**config.mk**
```make
export PLATFORM = sky130hd
export DESIGN_NAME = picorv32_bus_arbiter_flat
export DESIGN_NICKNAME = d
export VERILOG_FILES = /design/src/rtl/picorv32_bus_arbiter_pkg.sv /design/src/rtl/picorv32_bus_arbiter_if.sv /design/src/rtl/picorv32_bus_arbiter.sv /design/src/flat_wrapper.sv
export SDC_FILE = /design/constraint.sdc
export NUM_CORES = 1
export LEC_CHECK = 0
export CAP_MARGIN = 20
export CORE_AREA = 2 2 109 111
export CTS_CLUSTER_SIZE = 12
export DETAILED_ROUTE_END_ITERATION = 16
export DIE_AREA = 0 0 111 113
export HOLD_SLACK_MARGIN = 0.12
export PLACE_DENSITY = 0.65
export SLEW_MARGIN = 20
export SYNTH_ARGS = -nofsm -noshare
export SYNTH_HDL_FRONTEND = slang
export SYNTH_SLANG_ARGS = --single-unit
```
**constraint.sdc**
```tcl
create_clock -name clock -period 2.4 [get_ports clock]
set_clock_uncertainty 0.05 [all_clocks]
set_input_delay 0.6 -clock clock [delete_from_list [all_inputs] [get_ports clock]]
set_output_delay 0.6 -clock clock [all_outputs]
set_load 0.05 [all_outputs]
```
**src/rtl/picorv32_bus_arbiter_pkg.sv**
```systemverilog
// Shared types for the PicoRV32 native-bus arbiter: FSM states, request bundle, grant decode.
package picorv32_bus_pkg;

  localparam int BUS_ADDR_WIDTH = 8;
  localparam int BUS_DATA_WIDTH = 32;
  localparam int BUS_STRB_WIDTH = 4;

  typedef enum logic [1:0] {
    IDLE = 2'd0,
    OWN0 = 2'd1,
    OWN1 = 2'd2
  } arb_state_t;

  // Everything a master presents that must be steered to the slave as one unit
  typedef struct packed {
    logic [BUS_ADDR_WIDTH-1:0] addr;
    logic [BUS_DATA_WIDTH-1:0] wdata;
    logic [BUS_STRB_WIDTH-1:0] wstrb;
  } bus_req_t;

  function automatic logic [1:0] grant_of(input arb_state_t st);
    logic [1:0] g;
    g = 2'b00;
    if (st == OWN0) g = 2'b01;
    else if (st == OWN1) g = 2'b10;
    return g;
  endfunction

endpackage

```
**src/rtl/picorv32_bus_arbiter_if.sv**
```systemverilog
// PicoRV32 native memory bus; master drives the request, slave answers with ready/rdata.
interface picorv32_bus_arbiter_if
  import picorv32_bus_pkg::*;
#(
  parameter int ADDR_WIDTH = BUS_ADDR_WIDTH
) ();

  logic                      valid;
  logic                      ready;
  logic [ADDR_WIDTH-1:0]     addr;
  logic [BUS_DATA_WIDTH-1:0] wdata;
  logic [BUS_STRB_WIDTH-1:0] wstrb;
  logic [BUS_DATA_WIDTH-1:0] rdata;

  modport master (output valid, addr, wdata, wstrb, input ready, rdata);
  modport slave  (input valid, addr, wdata, wstrb, output ready, rdata);

endinterface

```
**src/rtl/picorv32_bus_arbiter.sv**
```systemverilog
// Two-master round-robin arbiter in front of the TCM; one transaction at a time, rdata broadcast.
module picorv32_bus_arbiter
  import picorv32_bus_pkg::*;
#(
  parameter int ADDR_WIDTH        = BUS_ADDR_WIDTH,
  parameter bit M0_PRIORITY_FIRST = 1'b1
) (
  input  logic                      clock,
  input  logic                      reset_n,
  picorv32_bus_arbiter_if.slave     m0,
  picorv32_bus_arbiter_if.slave     m1,
  picorv32_bus_arbiter_if.master    s,
  output logic [BUS_DATA_WIDTH-1:0] m_rdata,
  output logic [ADDR_WIDTH-1:0]     s_la_addr,
  output logic [1:0]                grant
);

  arb_state_t state_q, state_d;
  // 0: master 0 finished last, 1: master 1 finished last; ties go to the other one
  logic       last_owner_q, last_owner_d;

  bus_req_t   m0_req, m1_req, sel_req;
  logic       s_valid_c;
  logic       m0_ready_c, m1_ready_c;

  // The request bundle carries package-width addresses; keep BUS_ADDR_WIDTH >= ADDR_WIDTH
  assign m0_req.addr  = BUS_ADDR_WIDTH'(m0.addr);
  assign m0_req.wdata = m0.wdata;
  assign m0_req.wstrb = m0.wstrb;
  assign m1_req.addr  = BUS_ADDR_WIDTH'(m1.addr);
  assign m1_req.wdata = m1.wdata;
  assign m1_req.wstrb = m1.wstrb;

  always_ff @(posedge clock or negedge reset_n) begin
    if (!reset_n) begin
      state_q      <= IDLE;
      last_owner_q <= M0_PRIORITY_FIRST;
    end else begin
      state_q      <= state_d;
      last_owner_q <= last_owner_d;
    end
  end

  always_comb begin
    state_d      = state_q;
    last_owner_d = last_owner_q;
    sel_req      = '0;
    s_valid_c    = 1'b0;
    m0_ready_c   = 1'b0;
    m1_ready_c   = 1'b0;

    case (state_q)
      IDLE: begin
        if (m0.valid && m1.valid) state_d = last_owner_q ? OWN0 : OWN1;
        else if (m0.valid)        state_d = OWN0;
        else if (m1.valid)        state_d = OWN1;
      end

      OWN0: begin
        sel_req    = m0_req;
        s_valid_c  = m0.valid;
        m0_ready_c = s.ready & m0.valid;
        // Dropping valid without ready is a protocol error; just release the bus
        if (!m0.valid) begin
          state_d = IDLE;
        end else if (s.ready) begin
          last_owner_d = 1'b0;
          // PicoRV32 keeps valid high in the ready cycle, so never re-grant the same master here
          state_d      = m1.valid ? OWN1 : IDLE;
        end
      end

      OWN1: begin
        sel_req    = m1_req;
        s_valid_c  = m1.valid;
        m1_ready_c = s.ready & m1.valid;
        if (!m1.valid) begin
          state_d = IDLE;
        end else if (s.ready) begin
          last_owner_d = 1'b1;
          state_d      = m0.valid ? OWN0 : IDLE;
        end
      end

      default: state_d = IDLE;
    endcase
  end

  assign s.valid   = s_valid_c;
  assign s.addr    = ADDR_WIDTH'(sel_req.addr);
  assign s.wdata   = sel_req.wdata;
  assign s.wstrb   = sel_req.wstrb;
  assign s_la_addr = ADDR_WIDTH'(sel_req.addr);

  assign m0.ready  = m0_ready_c;
  assign m1.ready  = m1_ready_c;
  assign m0.rdata  = s.rdata;
  assign m1.rdata  = s.rdata;
  assign m_rdata   = s.rdata;

  assign grant     = grant_of(state_q);

endmodule

```
**src/flat_wrapper.sv**
```systemverilog
// flat-port wrapper written by rule: the top's interface ports become plain ports
module picorv32_bus_arbiter_flat import picorv32_bus_pkg::*;
#(
  parameter int ADDR_WIDTH        = BUS_ADDR_WIDTH,
  parameter bit M0_PRIORITY_FIRST = 1'b1
)
  (clock, reset_n, m_rdata, s_la_addr, grant, m0_valid, m0_addr, m0_wdata, m0_wstrb, m0_ready, m0_rdata, m1_valid, m1_addr, m1_wdata, m1_wstrb, m1_ready, m1_rdata, s_valid, s_addr, s_wdata, s_wstrb, s_ready, s_rdata);
  picorv32_bus_arbiter_if #(.ADDR_WIDTH(ADDR_WIDTH)) m0_i ();
  picorv32_bus_arbiter_if #(.ADDR_WIDTH(ADDR_WIDTH)) m1_i ();
  picorv32_bus_arbiter_if #(.ADDR_WIDTH(ADDR_WIDTH)) s_i ();
  input  logic clock;
  input  logic reset_n;
  output logic [BUS_DATA_WIDTH-1:0] m_rdata;
  output logic [ADDR_WIDTH-1:0] s_la_addr;
  output logic [1:0] grant;
  input wire logic [$bits(m0_i.valid)-1:0] m0_valid;
  input wire logic [$bits(m0_i.addr)-1:0] m0_addr;
  input wire logic [$bits(m0_i.wdata)-1:0] m0_wdata;
  input wire logic [$bits(m0_i.wstrb)-1:0] m0_wstrb;
  output wire logic [$bits(m0_i.ready)-1:0] m0_ready;
  output wire logic [$bits(m0_i.rdata)-1:0] m0_rdata;
  input wire logic [$bits(m1_i.valid)-1:0] m1_valid;
  input wire logic [$bits(m1_i.addr)-1:0] m1_addr;
  input wire logic [$bits(m1_i.wdata)-1:0] m1_wdata;
  input wire logic [$bits(m1_i.wstrb)-1:0] m1_wstrb;
  output wire logic [$bits(m1_i.ready)-1:0] m1_ready;
  output wire logic [$bits(m1_i.rdata)-1:0] m1_rdata;
  output wire logic [$bits(s_i.valid)-1:0] s_valid;
  output wire logic [$bits(s_i.addr)-1:0] s_addr;
  output wire logic [$bits(s_i.wdata)-1:0] s_wdata;
  output wire logic [$bits(s_i.wstrb)-1:0] s_wstrb;
  input wire logic [$bits(s_i.ready)-1:0] s_ready;
  input wire logic [$bits(s_i.rdata)-1:0] s_rdata;
  assign m0_i.valid = m0_valid;
  assign m0_i.addr = m0_addr;
  assign m0_i.wdata = m0_wdata;
  assign m0_i.wstrb = m0_wstrb;
  assign m0_ready = m0_i.ready;
  assign m0_rdata = m0_i.rdata;
  assign m1_i.valid = m1_valid;
  assign m1_i.addr = m1_addr;
  assign m1_i.wdata = m1_wdata;
  assign m1_i.wstrb = m1_wstrb;
  assign m1_ready = m1_i.ready;
  assign m1_rdata = m1_i.rdata;
  assign s_valid = s_i.valid;
  assign s_addr = s_i.addr;
  assign s_wdata = s_i.wdata;
  assign s_wstrb = s_i.wstrb;
  assign s_i.ready = s_ready;
  assign s_i.rdata = s_rdata;
  picorv32_bus_arbiter #(.ADDR_WIDTH(ADDR_WIDTH), .M0_PRIORITY_FIRST(M0_PRIORITY_FIRST)) u_core (.clock(clock), .reset_n(reset_n), .m0(m0_i), .m1(m1_i), .s(s_i), .m_rdata(m_rdata), .s_la_addr(s_la_addr), .grant(grant));
endmodule
```
; Word level (Yosys, flattened, before mapping)
; Index checks and enable logic that the tools add are counted.
; Widths: inputs -> output; s select.
[classes]
n_eq_ne = 9
muxes = 22
bitwise_logic = 2
reduce_logical = 5
[ops]
columns = op, count
row1 = $pmux 44 s2, 1
row2 = $mux 2, 11
row3 = $ne 2x2->1 const B, 4
row4 = $mux 1, 7
row5 = $ne 3x3->1 const B, 2
row6 = $pmux 2 s3, 1
row7 = $reduce_and 5->1, 1
row8 = $ne 4x3->1 const B, 1
row9 = $pmux 1 s2, 2
row10 = $reduce_and 3->1, 1
row11 = $and 1x1->1, 2
row12 = $eq 2x1->1 const B, 1
row13 = $eq 2x2->1 const B, 1
row14 = $logic_not 2->1, 1
row15 = $reduce_bool 2->1, 1
row16 = $logic_and 1x1->1, 1
[totals]
reg_bits = 3
out_inout_bits = 153

; Longest topological paths before layout
; Gate-level depths: netlist (run 1).
[depth]
depth_word = 4
ltp_mapped = 7

; Worst setup path before layout (run 1)
; No wires, ideal clock.
[synth_timing]
path_kind = reg-to-output
start = register u_core.state_q[0]
end = output s_la_addr[0]
arrival_time_ns = 2.202
required_time_ns = 1.750
path_slack_ns = -0.452
path_stages_with_launch = 8
n_path_buf = 3
cell_sequence = dfrtp_1 > inv_1 > ha_1 > buf_4 > buf_2 > a22oi_1 > nor2b_1 > buf_4
[synth_via]
elab_chain_cells = 2
elab_cells_between_ends = 3
classes_between = 2 x eq/ne / 1 x mux
[synth_rtl]
columns = item, line_no
row1 = "start, declared", picorv32_bus_arbiter.sv:18  ; arb_state_t state_q, state_d;
row2 = "start signal, assigned", picorv32_bus_arbiter.sv:39  ; state_q <= state_d;
row3 = $eq 2x2->1 / $eq 2x1->1 (equally long branches), picorv32_bus_arbiter.sv:52  ; case (state_q)
row4 = $pmux 44 s2 *, picorv32_bus_arbiter.sv:52
row5 = "end, declared", flat_wrapper.sv:14  ; output logic [ADDR_WIDTH-1:0] s_la_addr;
; Every way passes the cells marked *; elsewhere a longest branch is shown, timed or not.

; Final worst setup path (run 1)
[layout_timing]
start = register u_core.state_q[0]
end = output s_addr[2]
[layout_via]
elab_chain_cells = 2
elab_cells_between_ends = 3
classes_between = 2 x eq/ne / 1 x mux
[layout_rtl]
columns = item, line_no
row1 = $eq 2x2->1 / $eq 2x1->1 (equally long branches), picorv32_bus_arbiter.sv:52
row2 = $pmux 44 s2 *, picorv32_bus_arbiter.sv:52
row3 = "end, declared", flat_wrapper.sv:29  ; output wire logic [$bits(s_i.addr)-1:0] s_addr;
; Marked as above.

==> impl_metrics.toml, run 1 <==
[run_status]
run_status = "finished, final reports clean"

[clock_tree]
numCtsBuffers = 3
cts.sinks = 3
cts.clk_slew.worst_paths_ps = 30
root_buffer = "clkbuf_16"
clock_path_buffers = 2
clk_latency_ps = 220
cts_tree = "done"
cts_hold_buffers = 0
htree_levels = 1

[synth]
syn_nets = 374
synth_top_family_by_area = "buffers and inverters"
syn_area_mm2 = 0.00180
yosysWarnings = 0
avgSynthCellArea_um2 = 7.40
synth.mux.area_fraction = 0
synth_seq_area_share = 0.0424
synth_xor_area_frac = 0
syn_inst = 243
synth_seq_cells = 3
synth_compound_area_frac = 0.239
synth-adder-area-share = 0.0417
synth_simple_gate_area_share = 0.182
yosysUniqueCellTypes = 24

[min_path]
holdPathEnd = "u_core.last_owner_q"
holdCritStartpoint = "u_core.last_owner_q"
hold_depth = 2
hold_path_class = "flop to flop"

[sta]
finalSetupTns_ps = 0
hold_violations = 0
finalSetupViolCount = 0
fin_crit_sh = 0.970
worstMarginPinSlew_ps = 317
rsz0062_at_grt = "no"
min_period_ps = 2330
drv_slew = 0
slew_headroom = 0.789
fmax_ghz = 0.429

[worst_setup_path]
crit_family = "buffers and inverters"
rr_worst_depth = 7
worstPathArrival_ps = 1680
start_kind = "flop"
r2r_start = "u_core.state_q[1]"
path_cells = "inv_2, ha_4, buf_8, a22oi_1, nor2b_4, buf_12"
r2r-end = "u_core.last_owner_q"
worstPathRequired_ps = 1750
cp.buffers_inverters = 3
path_class = "flop to output port"
path_max_fanout = 16
rrSetupSlack_ps = 770
critical_path.max_stage_delay_ps = 440
crit_slowest_cell = "dfrtp_2"
cp-end-kind = "output port"

[route]
viasPerCell = 4.14
first_pass_iters = 4
route.detailed.drc = 0
totalWireLength_um = 7090
drtAntennaViolNets = 0
routedWlPerCell_um = 16.5
vias = 1781
drt_first_iter_violations = 114

[global_routing]
antenna_found_initial = 0
grt-ovfl-total = 0
grt_pass1_vias = 1932
grt_pass1_wl_um = 10400
grt_max_degree = 33
grt_usage = 0.101

[place]
dpl.hpwl_um = 5590
gp_congestion = 0.765
placed_cell_area_mm2 = 0.00339
portBuffers = 149

[floorplan]
initial_core_util = 0.160
ioPinCount = 278
die_y_um = 113
die_w_um = 111
num_rows = 39
dieArea_mm2 = 0.0125
core_area_mm2 = 0.0113

[final_layout]
layout-drive-gt1-share = 0.443
stdcell_area_mm2 = 0.00359
fill_cells = 1135
areaGrowthSynthToFinish_pct = 99.8
num_antenna_cells = 0
final_nets = 419

[flow_run]
cap_violations = 0

[power]
ir_drop_mv = 0.579
power_density_mw_per_mm2 = 1240
leakagePower_nw = 1.29
[worst reg2reg max path, stage by stage (launching register included)]
cell       delay (ps)
dfrtp_2           440
inv_2             120
ha_4              200
clkbuf_16         190
nor2b_1           140
a21oi_1            60
a31oi_1           180
a2bb2oi_1         170
[registers in the layout (all words and copies together), names as in the netlist]
| name | flops |
|---|---|
| u_core.last_owner_q | 1 |
| u_core.state_q | 2 |
[synth_stat cells]
master,count,area share
a21oi_1,1,0.0028
a22oi_1,46,0.19
a22oi_2,1,0.0070
a2bb2oi_1,1,0.0049
a31oi_1,1,0.0035
a32oi_1,1,0.0049
and3_1,1,0.0035
and3_2,1,0.0042
buf_2,7,0.019
buf_4,108,0.45
buf_6,1,0.0063
clkbuf_1,4,0.0083
dfrtp_1,2,0.028
dfstp_2,1,0.015
ha_1,6,0.042
inv_1,5,0.010
nand2_1,4,0.0083
nand2b_1,1,0.0035
nor2_1,1,0.0021
nor2b_1,46,0.16
o21ai_0,1,0.0028
o2bb2ai_2,1,0.0083
o31ai_1,1,0.0042
o41ai_2,1,0.0090
[where the power goes]
group	switching, mW	internal, mW	total, mW
clock network	0.0435	0.219	0.263
logic	2.06	2.00	4.07
registers	0.0315	0.0831	0.115
[cell families (layout without fill, tap and decap cells)]
logic type,after synthesis,after routing
buffers and inverters,125,169
AOI/OAI and AO/OA,55,55
and+or+nand+nor,54,54
adders and majority gates,6,6
DFF,3,3
[how the worst max path moves through the flow]
stage                      start           end  slack [ps]  depth (start not counted)
3_3_place_gp            m1_valid       s_valid         160                          4
5_1_grt        u_core.state_q[0]     s_addr[0]           6                          6
3_5_place_dp            m1_valid       s_valid         120                          4
2_1_floorplan  u_core.state_q[0]  s_la_addr[6]        -160                          7
4_1_cts        u_core.state_q[1]     s_addr[3]           3                          5
6_report       u_core.state_q[0]     s_addr[2]          70                          6
[cell usage in the layout, fill, tap and decap left out, types with 2 or more instances in the layout]
cell / n
buf_6: 2
clkdlybuf4s50_1: 92
nand2_1: 4
inv_1: 3
buf_12: 59
dfrtp_2: 2
buf_4: 4
nor2b_1: 2
clkbuf_16: 5
inv_2: 2
nor2b_2: 36
a22oi_1: 46
ha_1: 3
ha_4: 3
nor2b_4: 8
[metrics by stage]
step	util	total power [mW]	setup slack, ps	cells	hold WS [ps]
global route	0.319	4.64	6.39	430	466
floorplan	-	2.71	-158	243	254
finish	0.319	4.44	71.1	430	431
CTS	0.311	4.33	2.67	427	431
global placement	0.301	3.95	156	423	419
detailed placement	0.301	3.99	117	423	426
[routing by layer]
metal,up-vias,track usage,routed length [µm]
met3,38,0.0225,599
li1,808,-,-
met5,-,0,0
met1,820,0.0995,2500
met2,115,0.199,3690
met4,0,0.0508,308
[layout make-up]
class	count	area, µm²	area share
Clock buffer	4	78.8	0.0219
Inverter	5	18.8	0.00522
Sequential cell	3	78.8	0.0219
Tap cell	143	179	0.0498
Multi-Input combinational cell	115	1020	0.284
Timing Repair Buffer	160	2220	0.617
[what timing repair did]
| action | 4_1_cts | 5_1_grt |
|---|---|---|
| setup buffers | 0 | 1 |
| setup endpoints to repair | 25 | 53 |
| endpoints found under the hold margin | 0 | 0 |
| gates cloned | 0 | 2 |
| resized for setup | 9 | 8 |
Note: power is estimated with default switching activity, not from simulation.
==> run 2: changes to the inputs <==
==> constraint.sdc (replaced) <==
create_clock -name clock -period 2.4 [get_ports clock]
set_clock_uncertainty 0.05 [all_clocks]
set_input_delay 0.6 -clock clock [delete_from_list [all_inputs] [get_ports clock]]
set_output_delay 0.6 -clock clock [all_outputs]
set_load 0.1 [all_outputs]
==> impl_metrics.toml, run 2 (same netlist as run 1, synthesis figures left out) <==
[floorplan]
dieArea_mm2 = 0.0125
num_rows = 39
die_y_um = 113
ioPinCount = 278
die_w_um = 111
core_area_mm2 = 0.0113
initial_core_util = 0.160

[worst_setup_path]
worstPathArrival_ps = 1690
crit_top_cell = "buf_12"
crit_family = "buffers and inverters"
cp.buffers_inverters = 3
start_kind = "flop"
path_class = "flop to output port"
path_max_fanout = 38
r2r_start = "u_core.state_q[1]"
worstPathRequired_ps = 1750
path_cells = "inv_4, ha_4, buf_12, a22oi_1, nor2b_4, buf_12"
cp-end-kind = "output port"
startpoint = "u_core.state_q[0]"
crit_slowest_cell = "dfrtp_2"
critical_path.max_stage_delay_ps = 460

[final_layout]
num_antenna_cells = 0
areaGrowthSynthToFinish_pct = 105
final_nets = 418
layout-drive-gt1-share = 0.476
largest_reg_flops = 2
final_util = 0.327
final_cell_mix = "92 x clkdlybuf4s50_1, 60 x buf_12, 39 x a22oi_1"
reg.largest.list = "u_core.state_q: 2 flops, u_core.last_owner_q: 1 flops"
final_common_cell = "clkdlybuf4s50_1"
largest_register = "u_core.state_q"

[run_status]
run_status = "finished, final reports clean"

[sta]
fin_crit_sh = 0.975
finalSetupTns_ps = 0
hold_violations = 0
drv_slew = 0
rsz0062_at_grt = "no"
hold_slack_ps = 455
worstMarginPinSlew_ps = 299
fin_ws_ps = 60.5
slew_headroom = 0.801
finalSetupViolCount = 0
fmax_ghz = 0.427
min_period_ps = 2340

[place]
dpl.hpwl_um = 6350
gp_congestion = 0.770
portBuffers = 149
pre_cts_slack_ps = 150

[global_routing]
grt-ovfl-total = 0
grt_pass1_wl_um = 11000
grt_max_degree = 46
grt_pass1_vias = 1811
antenna_found_initial = 0
grt_usage = 0.111

[power]
p_sw_mw = 3.23
sw_frac_of_total = 0.576
pwr-share-comb = 0.932
leakagePower_nw = 1.33
p_seq_frac = 0.021
intPower_mw = 2.38
ir_drop_mv = 0.931
power_density_mw_per_mm2 = 1520
power.total_mw = 5.62
clkPwrFrac = 0.047

[flow_run]
cap_violations = 0

[clock_tree]
numCtsBuffers = 3
cts.clk_slew.worst_paths_ps = 30
clock_path_buffers = 2
clk_latency_ps = 220
cts.sinks = 3
cts_tree = "done"
root_buffer = "clkbuf_16"
htree_levels = 1

[route]
routedWlPerCell_um = 17.5
route.detailed.drc = 0
drtAntennaViolNets = 0
first_pass_iters = 4
totalWireLength_um = 7500
viasPerCell = 4.19
drt_first_iter_violations = 99
vias = 1797

[min_path]
holdCritStartpoint = "u_core.last_owner_q"
hold_path_class = "flop to flop"
run 2: cell types whose count changed in the layout (fill, tap and decap cells not counted), sizes merged:
cell    delta
clkbuf     -2
buf        +1
run 2: worst min-delay path, stage by stage (launching register included):
cell       delay, ps
dfstp_2          350
inv_1             70
a2bb2oi_1         70
run 2: final cells by class:
class                      count  area (µm²)
timing repair buffer         159        2170
multi-input combinational    115        1150
inverter                       5        21.3
fill                        1113        7590
sequential                     3        78.8
tap                          143         179
clock buffer                   4        78.8
run 2: power by group through the flow:
stage	Sequential (mW)	Combinational [mW]	Clock, mW
5_1_grt	0.121	5.42	0.275
6_report	0.117	5.23	0.264
4_1_cts	0.117	5.27	0.272
3_5_place_dp	0.116	5.26	0
2_1_floorplan	0.110	4.49	0
3_3_place_gp	0.114	5.23	0
run 2: through the flow:
step	cell area (µm²)	std cells
2_1_floorplan	2250	243
3_3_place_gp	3590	423
3_5_place_dp	3590	423
4_1_cts	3670	427
5_1_grt	3680	429
6_report	3680	429
run 2: per-layer routing:
| layer | vias to the layer above | global-route usage | part of all wire |
|---|---|---|---|
| met2 | 181 | 0.213 | 0.55 |
| li1 | 808 | - | - |
| met4 | 0 | 0.0158 | 0.0041 |
| met1 | 802 | 0.114 | 0.33 |
| met3 | 6 | 0.0466 | 0.12 |
| met5 | - | 0 | 0 |
run 2: repair_timing:
action                     4_1_cts  5_1_grt
hold buffers                     0        0
cloned                           0        0
setup endpoints to repair       16       29
buffers inserted                 0        2
resized for setup                1        0
run 2: final timing paths:
path	to	slack, ps	cells past startpoint
worst max-delay path	s_la_addr[0]	60	6
worst min-delay path	u_core.last_owner_q	450	2
worst max register to register	u_core.last_owner_q	780	7
worst min register to register	u_core.last_owner_q	450	2
max in group asynchronous	u_core.last_owner_q	1580	1
min in group asynchronous	u_core.state_q[0]	510	1
